$ cat src/rtl/uart_pkg.sv
// Shared encodings for the UART receive path: FSM states, parity modes and
// the 2-of-3 majority helper used to decide each bit.
package uart_pkg;

   typedef enum logic [2:0] {
      ST_IDLE      = 3'd0,
      ST_START     = 3'd1,
      ST_DATA      = 3'd2,
      ST_PARITY    = 3'd3,
      ST_STOP      = 3'd4,
      ST_WAIT_HIGH = 3'd5
   } rx_state_e;

   localparam int PAR_NONE = 0;
   localparam int PAR_ODD  = 1;
   localparam int PAR_EVEN = 2;

   function automatic logic maj3(input logic a, input logic b, input logic c);
      return (a & b) | (a & c) | (b & c);
   endfunction

endpackage

$ cat src/rtl/uart_rx_core_if.sv
// Receive-side word handshake: held word plus error flags toward the consumer.
interface uart_rx_core_if #(
   parameter int DATA_W = 8
);
   logic [DATA_W-1:0] rx_data;
   logic              rx_valid;
   logic              rx_ready;
   logic              parity_err;
   logic              frame_err;
   logic              overrun_err;

   modport master (
      output rx_data, rx_valid, parity_err, frame_err, overrun_err,
      input  rx_ready
   );

   modport slave (
      input  rx_data, rx_valid, parity_err, frame_err, overrun_err,
      output rx_ready
   );
endinterface

$ cat src/rtl/uart_baud_tick.sv
// Oversample tick generator: one tick every div clk cycles (div of 0 acts as 1),
// counter held at zero while clear is high.
module uart_baud_tick #(
   parameter int DIV_W = 16
) (
   input  logic             clk,
   input  logic             rst,
   input  logic             clear,
   input  logic [DIV_W-1:0] div,
   output logic             tick
);
   localparam logic [DIV_W-1:0] ONE = DIV_W'(1);

   logic [DIV_W-1:0] cnt_q, cnt_d;
   logic [DIV_W-1:0] last;

   always_comb begin
      last  = (div == '0) ? '0 : div - ONE;
      tick  = 1'b0;
      cnt_d = cnt_q;
      if (clear) begin
         cnt_d = '0;
      end else if (cnt_q >= last) begin
         tick  = 1'b1;
         cnt_d = '0;
      end else begin
         cnt_d = cnt_q + ONE;
      end
   end

   always_ff @(posedge clk or negedge rst) begin
      if (!rst) cnt_q <= '0;
      else      cnt_q <= cnt_d;
   end
endmodule

$ cat src/rtl/uart_rx_core.sv
// Oversampling UART receiver with majority-voted bits, optional parity,
// 1/2 stop bits and a held-word valid/ready output with overrun detection.
//
// state        | meaning
// ST_IDLE      | line idle, tick counter cleared, waiting for 1->0 edge
// ST_START     | qualify start bit at mid-bit sample, glitch returns to idle
// ST_DATA      | shift DATA_W bits, LSB first
// ST_PARITY    | compare received parity bit against computed parity
// ST_STOP      | check STOP_BITS stop bits, frame completes at last sample point
// ST_WAIT_HIGH | frame ended with line low (break), wait for line to return high
module uart_rx_core
   import uart_pkg::*;
#(
   parameter int DATA_W    = 8,
   parameter int OVS       = 16,
   parameter int PARITY    = 2,
   parameter int STOP_BITS = 1,
   parameter int DIV_W     = 16
) (
   input  logic             clk,
   input  logic             rst,
   input  logic             rx_in,
   input  logic [DIV_W-1:0] baud_div,
   output logic             busy,
   uart_rx_core_if.master   rx_if
);
   localparam int OW = $clog2(OVS);
   localparam int BW = $clog2(DATA_W + 1);

   localparam logic [OW-1:0] K_PRE     = OW'(OVS / 2 - 1);
   localparam logic [OW-1:0] K_MID     = OW'(OVS / 2);
   localparam logic [OW-1:0] K_POST    = OW'(OVS / 2 + 1);
   localparam logic [OW-1:0] K_LAST    = OW'(OVS - 1);
   localparam logic [OW-1:0] OVS_ONE   = OW'(1);
   localparam logic [BW-1:0] BITS_LAST = BW'(DATA_W);
   localparam logic [BW-1:0] BIT_ONE   = BW'(1);
   localparam logic          STOP_LAST = (STOP_BITS == 2);

   rx_state_e         state_q, state_d;
   logic [1:0]        sync_q, sync_d;
   logic              rx_prev_q, rx_prev_d;
   logic [DIV_W-1:0]  div_q, div_d;
   logic [OW-1:0]     ovs_q, ovs_d;
   logic [BW-1:0]     bit_q, bit_d;
   logic              stop_q, stop_d;
   logic [1:0]        smp_q, smp_d;
   logic [DATA_W-1:0] shreg_q, shreg_d;
   logic              par_acc_q, par_acc_d;
   logic              frm_acc_q, frm_acc_d;
   logic [DATA_W-1:0] data_q, data_d;
   logic              valid_q, valid_d;
   logic              perr_q, perr_d;
   logic              ferr_q, ferr_d;
   logic              ovr_q, ovr_d;

   logic rx_s, tick, maj, par_exp, complete, hs, frm_flag;

   assign rx_s = sync_q[1];

   uart_baud_tick #(.DIV_W(DIV_W)) u_tick (
      .clk   (clk),
      .rst   (rst),
      .clear (state_q == ST_IDLE),
      .div   (div_q),
      .tick  (tick)
   );

   always_comb begin
      sync_d    = {sync_q[0], rx_in};
      rx_prev_d = rx_s;
      state_d   = state_q;
      div_d     = div_q;
      ovs_d     = ovs_q;
      bit_d     = bit_q;
      stop_d    = stop_q;
      smp_d     = smp_q;
      shreg_d   = shreg_q;
      par_acc_d = par_acc_q;
      frm_acc_d = frm_acc_q;
      data_d    = data_q;
      valid_d   = valid_q;
      perr_d    = perr_q;
      ferr_d    = ferr_q;
      ovr_d     = 1'b0;
      complete  = 1'b0;

      maj      = maj3(smp_q[1], smp_q[0], rx_s);
      par_exp  = (PARITY == PAR_ODD) ? ~(^shreg_q) : ^shreg_q;
      frm_flag = frm_acc_q | ~maj;

      // Sub-bit position: samples at PRE and MID are kept, POST decides the bit.
      if (tick) begin
         ovs_d = (ovs_q == K_LAST) ? '0 : ovs_q + OVS_ONE;
         if (ovs_q == K_PRE) smp_d[1] = rx_s;
         if (ovs_q == K_MID) smp_d[0] = rx_s;
      end

      case (state_q)
         ST_IDLE: begin
            ovs_d     = '0;
            bit_d     = '0;
            stop_d    = 1'b0;
            par_acc_d = 1'b0;
            frm_acc_d = 1'b0;
            if (rx_prev_q && !rx_s) begin
               state_d = ST_START;
               div_d   = baud_div;
            end
         end
         ST_START: begin
            if (tick && ovs_q == K_MID && rx_s) state_d = ST_IDLE;
            else if (tick && ovs_q == K_LAST)   state_d = ST_DATA;
         end
         ST_DATA: begin
            if (tick && ovs_q == K_POST) begin
               shreg_d = {maj, shreg_q[DATA_W-1:1]};
               bit_d   = bit_q + BIT_ONE;
            end
            if (tick && ovs_q == K_LAST && bit_q == BITS_LAST)
               state_d = (PARITY != PAR_NONE) ? ST_PARITY : ST_STOP;
         end
         ST_PARITY: begin
            if (tick && ovs_q == K_POST) par_acc_d = maj ^ par_exp;
            if (tick && ovs_q == K_LAST) state_d = ST_STOP;
         end
         ST_STOP: begin
            if (tick && ovs_q == K_POST) begin
               frm_acc_d = frm_flag;
               if (stop_q == STOP_LAST) begin
                  complete = 1'b1;
                  state_d  = rx_s ? ST_IDLE : ST_WAIT_HIGH;
               end else begin
                  stop_d = 1'b1;
               end
            end
         end
         ST_WAIT_HIGH: begin
            if (rx_s) state_d = ST_IDLE;
         end
         default: state_d = ST_IDLE;
      endcase

      hs = valid_q && rx_if.rx_ready;
      if (complete && (!valid_q || hs)) begin
         data_d  = shreg_q;
         perr_d  = par_acc_q;
         ferr_d  = frm_flag;
         valid_d = 1'b1;
      end else if (complete) begin
         ovr_d = 1'b1;
      end else if (hs) begin
         valid_d = 1'b0;
         perr_d  = 1'b0;
         ferr_d  = 1'b0;
      end
   end

   always_ff @(posedge clk or negedge rst) begin
      if (!rst) begin
         state_q   <= ST_IDLE;
         sync_q    <= 2'b11;
         rx_prev_q <= 1'b1;
         div_q     <= '0;
         ovs_q     <= '0;
         bit_q     <= '0;
         stop_q    <= 1'b0;
         smp_q     <= '0;
         shreg_q   <= '0;
         par_acc_q <= 1'b0;
         frm_acc_q <= 1'b0;
         data_q    <= '0;
         valid_q   <= 1'b0;
         perr_q    <= 1'b0;
         ferr_q    <= 1'b0;
         ovr_q     <= 1'b0;
      end else begin
         state_q   <= state_d;
         sync_q    <= sync_d;
         rx_prev_q <= rx_prev_d;
         div_q     <= div_d;
         ovs_q     <= ovs_d;
         bit_q     <= bit_d;
         stop_q    <= stop_d;
         smp_q     <= smp_d;
         shreg_q   <= shreg_d;
         par_acc_q <= par_acc_d;
         frm_acc_q <= frm_acc_d;
         data_q    <= data_d;
         valid_q   <= valid_d;
         perr_q    <= perr_d;
         ferr_q    <= ferr_d;
         ovr_q     <= ovr_d;
      end
   end

   assign busy              = (state_q != ST_IDLE);
   assign rx_if.rx_data     = data_q;
   assign rx_if.rx_valid    = valid_q;
   assign rx_if.parity_err  = perr_q;
   assign rx_if.frame_err   = ferr_q;
   assign rx_if.overrun_err = ovr_q;
endmodule

$ cat src/flat_wrapper.sv
// flat-port wrapper written by rule: the top's interface ports become plain ports
module uart_rx_core_flat import uart_pkg::*;
#(
   parameter int DATA_W    = 8,
   parameter int OVS       = 16,
   parameter int PARITY    = 2,
   parameter int STOP_BITS = 1,
   parameter int DIV_W     = 16
)
  (clk, rst, rx_in, baud_div, busy, rx_if_rx_data, rx_if_rx_valid, rx_if_parity_err, rx_if_frame_err, rx_if_overrun_err, rx_if_rx_ready);
  uart_rx_core_if #(.DATA_W(DATA_W)) rx_if_i ();
  input  logic clk;
  input  logic rst;
  input  logic rx_in;
  input  logic [DIV_W-1:0] baud_div;
  output logic busy;
  output wire logic [$bits(rx_if_i.rx_data)-1:0] rx_if_rx_data;
  output wire logic [$bits(rx_if_i.rx_valid)-1:0] rx_if_rx_valid;
  output wire logic [$bits(rx_if_i.parity_err)-1:0] rx_if_parity_err;
  output wire logic [$bits(rx_if_i.frame_err)-1:0] rx_if_frame_err;
  output wire logic [$bits(rx_if_i.overrun_err)-1:0] rx_if_overrun_err;
  input wire logic [$bits(rx_if_i.rx_ready)-1:0] rx_if_rx_ready;
  assign rx_if_rx_data = rx_if_i.rx_data;
  assign rx_if_rx_valid = rx_if_i.rx_valid;
  assign rx_if_parity_err = rx_if_i.parity_err;
  assign rx_if_frame_err = rx_if_i.frame_err;
  assign rx_if_overrun_err = rx_if_i.overrun_err;
  assign rx_if_i.rx_ready = rx_if_rx_ready;
  uart_rx_core #(.DATA_W(DATA_W), .OVS(OVS), .PARITY(PARITY), .STOP_BITS(STOP_BITS), .DIV_W(DIV_W)) u_core (.clk(clk), .rst(rst), .rx_in(rx_in), .baud_div(baud_div), .busy(busy), .rx_if(rx_if_i));
endmodule
$ cat config.mk
export PLATFORM = sky130hd
export DESIGN_NAME = uart_rx_core_flat
export DESIGN_NICKNAME = d
export VERILOG_FILES = /design/src/rtl/uart_pkg.sv /design/src/rtl/uart_rx_core_if.sv /design/src/rtl/uart_baud_tick.sv /design/src/rtl/uart_rx_core.sv /design/src/flat_wrapper.sv
export SDC_FILE = /design/constraint.sdc
export NUM_CORES = 1
export LEC_CHECK = 0
export ABC_AREA = 1
export CORE_MARGIN = 8
export CORE_UTILIZATION = 45
export DETAILED_ROUTE_END_ITERATION = 10
export HOLD_SLACK_MARGIN = 0.06
export PLACE_DENSITY = 0.72
export SYNTH_ARGS = -nofsm -noshare
export SYNTH_HDL_FRONTEND = slang
export SYNTH_SLANG_ARGS = --single-unit
$ cat constraint.sdc
create_clock -name clk -period 6.2 [get_ports clk]
set_input_delay 1.55 -clock clk [delete_from_list [all_inputs] [get_ports clk]]
set_output_delay 1.55 -clock clk [all_outputs]
set_load 0.01 [all_outputs]
* Word level (Yosys, flattened, before mapping) *
Cells that the tools add are included.

word-level totals
  bits in registers = 71
  input bits = 20
  word-level logic and storage cells = 117

operators by class
  add/sub/neg operators = 4
  magnitude comparators = 1
  eq/ne operators = 20
  mux-type cells = 37
  bitwise gates (word level) = 8
  reduce and logical (&&, ||, !) cells = 29

operator list
  operator                                              number
  2-to-1 mux 16 bit                                     3
  2-to-1 mux 3 bit                                      9
  case mux 3 bit (6 select lines)                       1
  adder 16 x 1 -> 16 bit (second input constant)        1
  equality test 4 bit (second input constant)           4
  >= comparator 16 bit                                  1
  zero test 16 bit                                      1
  2-to-1 mux 1 bit                                      16
  2-to-1 mux 4 bit                                      4
  AND reduction 2 bit                                   8
  subtractor 16 x 1 -> 16 bit (second input constant)   1
  != test 2 x 1 -> 1 bit (second input constant)        7
  nonzero test 2 bit                                    5
  adder 4 x 1 -> 4 bit (second input constant)          2
  logical AND 1 bit                                     8
  case mux 4 bit (2 select lines)                       1
  parity 8 bit                                          1
  AND reduction 7 bit                                   1
  equality test 3 x 2 -> 1 bit (second input constant)  2
  equality test 3 bit (second input constant)           2
  case mux 1 bit (2 select lines)                       3
  equality test 4 x 3 -> 1 bit (second input constant)  1
  != test 2 bit (second input constant)                 2
  AND 1 bit                                             3
  9 further kinds                                       12

* Longest topological paths before layout *
  depth after elaboration = 11
  depth in mapped cells = 25
  mapped depth without buffers = 25

* Hierarchy *
A second synthesis with hierarchy kept.

second synthesis, totals
  cell total of the unflattened synthesis = 515
  area total of the unflattened synthesis = 4326.6 µm²

modules (own cells, without submodules)
  module          times used  cells each  area an instance (µm²)
  uart_rx_core    1           283         2657.5
  uart_baud_tick  1           232         1669.1

* Least setup slack after synthesis *
OpenSTA, ideal clock, no wires.

  kind = register -> register
  from = reg u_core.div_q[0]
  to = reg u_core.data_q[7] (netlist: u_core.rx_if.rx_data[7])
  setup time = 117 ps
  arrival = 2646 ps
  data required time = 6083 ps
  path slack = 3438 ps
  stages on the path, launching flop included = 20
  path buffers = 1
  clock period less this slack = 2762 ps
  cells stage by stage = dfrtp_1 > inv_1 > ha_1 > nand2_1 > nor2_1 > inv_1 > nor2_1 > a21oi_1 > nand3b_1 > ha_1 > nand2_1 > nor3_1 > nand2_1 > nand2_4 > nand4_4 > nor2_4 > nand2_4 > buf_6 > nand2_1 > nand2_1

between the ends
  word-level cells in the longest chain between the ends = 9

RTL lines
  item                                                                    RTL line              RTL
  from (decl)                                                             uart_rx_core.sv:42    logic [DIV_W-1:0] div_q, div_d;
  from (signal assigned)                                                  uart_rx_core.sv:180   div_q <= div_d;
  subtractor 16 x 1 -> 16 bit / zero test 16 bit (equally long branches)  uart_baud_tick.sv:18  last = (div == '0) ? '0 : div - ONE;
  2-to-1 mux 16 bit (*)                                                   uart_baud_tick.sv:18
  >= comparator 16 bit (*)                                                uart_baud_tick.sv:23  end else if (cnt_q >= last) begin
  2-to-1 mux 1 bit (*)                                                    uart_baud_tick.sv:23
  2-to-1 mux 1 bit (*)                                                    uart_baud_tick.sv:21  if (clear) begin
  logical AND 1 bit (*)                                                   uart_rx_core.sv:127   if (tick && ovs_q == K_POST) begin
  2-to-1 mux 1 bit (*)                                                    uart_rx_core.sv:127
  2-to-1 mux 1 bit (*)                                                    uart_rx_core.sv:98    case (state_q)
  logical AND 1 bit (*)                                                   uart_rx_core.sv:144   if (complete && (!valid_q || hs)) begin
  to (signal assigned)                                                    uart_rx_core.sv:188   data_q <= data_d;
  to (decl)                                                               uart_rx_core.sv:50    logic [DATA_W-1:0] data_q, data_d;

Every way passes the cells marked *; elsewhere a longest branch is shown, timed or not.
A chain may end at the register's enable or synchronous reset.

* Worst setup path in the final report *
  from = reg u_core.div_q[0]
  to = reg u_core.bit_q[2]

between the ends
  word-level cells in the longest chain between the ends = 8

RTL lines
  item                                                                    RTL line              RTL
  subtractor 16 x 1 -> 16 bit / zero test 16 bit (equally long branches)  uart_baud_tick.sv:18
  2-to-1 mux 16 bit (*)                                                   uart_baud_tick.sv:18
  >= comparator 16 bit (*)                                                uart_baud_tick.sv:23
  2-to-1 mux 1 bit (*)                                                    uart_baud_tick.sv:23
  2-to-1 mux 1 bit (*)                                                    uart_baud_tick.sv:21
  logical AND 1 bit (*)                                                   uart_rx_core.sv:115   if (tick && ovs_q == K_POST) begin
  != test 2 x 1 -> 1 bit (no line) (*)                                    --
  AND reduction 2 bit (no line) (*)                                       --
  to (signal assigned)                                                    uart_rx_core.sv:182   bit_q <= bit_d;
  to (decl)                                                               uart_rx_core.sv:44    logic [BW-1:0] bit_q, bit_d;

Marks and branches as above.

==> impl_results.md <==
* Post-CTS Setup Inserts at 0
* Layout area overhead at 15.8%
* Cts repair resizes at 0
* Mapped Cells at 465
* YS warnings at 0
* H-tree Lvls at 3
* Vias at between 3000 and 4000
* Clock root buffer: clkbuf_8
* Worst path max stage delay at 600 ps
* Worst Tran Pin Value at ~900 ps
* Clock sinks at between 70 and 80
* Die height at 111 um
* Largest net degree at the start of global routing at 72
* Crit path launch: u_core.div_q[0]
* DRC at 0
* WHS Path Cells at 0
* DRT antenna net count at 0
* Top cell type's share of synthesized area at 0.417
* Initial antenna violation count at 0
* Setup crit end: u_core.bit_q[2]
* Hold Startpoint: u_core.sync_q[0]
* R2r setup slk at 2620 ps
* CP cell instances: inv_1 -> ha_1 -> nand2_1 -> nor2_1 -> inv_1 -> nor2_1 -> a21oi_1 -> nand3b_1 -> ha_1 -> nand2_1 -> o21ai_0 -> a21oi_1 -> nand2_4 -> nand3_2 -> nor2_2 -> nand3_1 -> nand2_1 -> nor2_1
* Setup TNS at 0 ps
* Final Setup Violations at 0
* Vias per cell at 5.12
* Crit Path Class: reg2reg
* Library cells used by synthesis at 41
* Final nets at 547
* Main synth FF type: dfrtp_1
* Dpl hpwl at 6.06 mm
* Status: complete, no violations
* Initial drt markers at 190
* Tot GR Track Use at 0.138
* Routability cong. at 0.838
* Area occupied by multi-input gates at 0.00203 sq mm
* Slew HR at 0.402
* Pins Over Slew Limit at 0
* Synth area leaders: dfrtp_1 42%, nand2_1 7.6%, ha_1 7.4%, inv_1 5.0%, nor2_1 4.2%
* Synth Net Count at between 500 and 600
* Insertion delay to the later sink of the worst-skew pair at 360 ps
* FF-to-FF End: u_core.bit_q[2]
* Pwr/cell area at between 300 and 400 mW/mm^2
* Post-synth EDFFs at 0
* Crit path max fanout at 20
* Hold Path Class: reg2reg
* Setup WS pre-CTS at approximately 2700 ps
* RSZ-0062 raised after global routing: no
* Die ar. at 0.0124 sq mm
* Post-CTS Hold Buffers at 0
* Final WS setup at between 2000 and 3000 ps
* Chip width at between 100 and 150 um
* Clock tree buffer depth at 2
* Num rows at 34
* Area leader, netlist: dfrtp_1
* Grt total ovfl at 0
* Core area at 0.00876 sq mm
* Crit path capture type: register
* WP data arrival at 3830 ps
* Antenna cells at 0
* Fraction of layout cells with a size suffix above 1 at 0.157
* Synth async-reset ratio at 1.00
* Most common cell after layout, fill and taps aside: nand2_1
* Sequential cell area at 0.00178 sq mm
* Leak Pwr at 0.00214 uW
* IO buf count at 32
* Vias in the first global route at about 3300
* Worst ir drop on vdd at 0.165 mV
* Critical-path top delay cell: nor2_2
* Final Skew at 14.2 ps
* Final hold vios at 0
* TritonCTS clock tree: yes
* Final total power at ~1600 uW
* Cell depth of the worst flop-to-flop path at 18
* RR Startpoint: u_core.div_q[0]
* Max-cap violations at 0
* WP data required at 6450 ps
* Max Fclk at 0.279 GHz
* Worst-path clk slew at 80 ps
* Total CTS buffers at 9
* Synthesized flop and latch total at 71
* Register area share after synthesis at 0.436
* Routed WL at 8.20 mm
* Commonest cells after routing, fill and taps aside: 83 x nand2_1, 68 x dfrtp_1, 54 x inv_1, 46 x nor2_1, 31 x clkdlybuf4s50_1
* Drt wl/cell at 13.3 um
* Router iterations before antenna repair at 4
* Startpoint Class: register
* First-pass GRT wire length at 14.3 mm
* Syn Std Cell Area at approximately 0.0041 sq mm
* Initial Util at 0.466
* Shortest period the worst path allows at 3580 ps
* Fillcell total at 813
* Syn Area/Cell at between 8 and 9 sq um
* Tcrit/Tclk final at 0.578
* Ports at 33
## through the flow
| stage | utilization | cells | hold WS (ps) | area, sq um |
|---|---|---|---|---|
| after floorplan | - | 465 | 345 | 4090 |
| after CTS | 0.540 | 616 | 359 | 4730 |
| final | 0.540 | 616 | 357 | 4730 |
| after global routing | 0.540 | 616 | 368 | 4730 |
| after global placement | 0.514 | 600 | 345 | 4500 |
| after detailed placement | 0.514 | 600 | 347 | 4500 |
## report_power, final
group          leakage, uW  switching [uW]  internal [uW]
clock network     0.000112             191            232
logic              0.00109             317            223
registers         0.000935            88.4            539
## cells by family after synthesis
group / after synthesis / share of synthesized area
muxes: 13 / 0.0358
AOI/OAI and AO/OA: 64 / 0.0916
adders and majority gates: 24 / 0.0735
DFF: 71 / 0.436
and+or+nand+nor: 204 / 0.249
buffers and inverters: 67 / 0.0674
xor gates and xnor gates: 22 / 0.0472
## area by class of cell
cell class,instances,share of cell area
Inverter,61,0.0495
Clock inverter,7,0.0222
Sequential cell,71,0.376
Timing Repair Buffer,33,0.0682
Multi-Input combinational cell,327,0.429
Clock buffer,9,0.0262
Tap cell,108,0.0286
## layer usage
layer,global-route usage,up-vias,share of wire
met5,0,-,0
met4,0.0489,0,0.016
met3,0.0455,14,0.047
met2,0.243,66,0.49
met1,0.151,1481,0.45
li1,-,1592,-
## worst min path at each step
| stage | to | slack, ps |
|---|---|---|
| 2_1_floorplan | u_core.sync_q[1] | 350 |
| 5_1_grt | u_core.sync_q[1] | 370 |
| 3_3_place_gp | u_core.sync_q[1] | 350 |
| 4_1_cts | u_core.sync_q[1] | 360 |
| 3_5_place_dp | u_core.sync_q[1] | 350 |
| 6_report | u_core.sync_q[1] | 360 |
## registers in the layout (all words and copies together), names as in the netlist
| name | cells |
|---|---|
| u_core.sync_q | 2 |
| u_core.rx_if.rx_valid | 1 |
| u_core.par_acc_q | 1 |
| u_core.bit_q | 4 |
| u_core.shreg_q | 8 |
| u_core.rx_if.frame_err | 1 |
| u_core.ovs_q | 4 |
| u_core.div_q | 16 |
| u_core.u_tick.cnt_q | 16 |
| u_core.state_q | 3 |
| u_core.rx_prev_q | 1 |
| u_core.frm_acc_q | 1 |
| u_core.rx_if.overrun_err | 1 |
| u_core.rx_if.parity_err | 1 |
| u_core.smp_q | 2 |
| u_core.stop_q | 1 |
| u_core.rx_if.rx_data | 8 |
## Yosys cell counts (all sizes together) (6+ instances only)
master	instances
nor2	55
ha	24
a21oi	21
nand3	29
nor3	13
dfrtp	68
xor2	12
mux2	13
nand4	7
nand2	88
xnor2	10
inv	61
o21ai	34
buf	6
## worst max-delay path, delay by kind of cell, from the launching register on
family,cells,cell delay (ps)
AND/OR/NAND/NOR,11,1960
buffers and inverters,2,240
AO/OA/AOI/OAI,3,410
adder cells (fa/ha/maj),2,490
flip-flops,1,380
(Power assumes the default switching activity.)
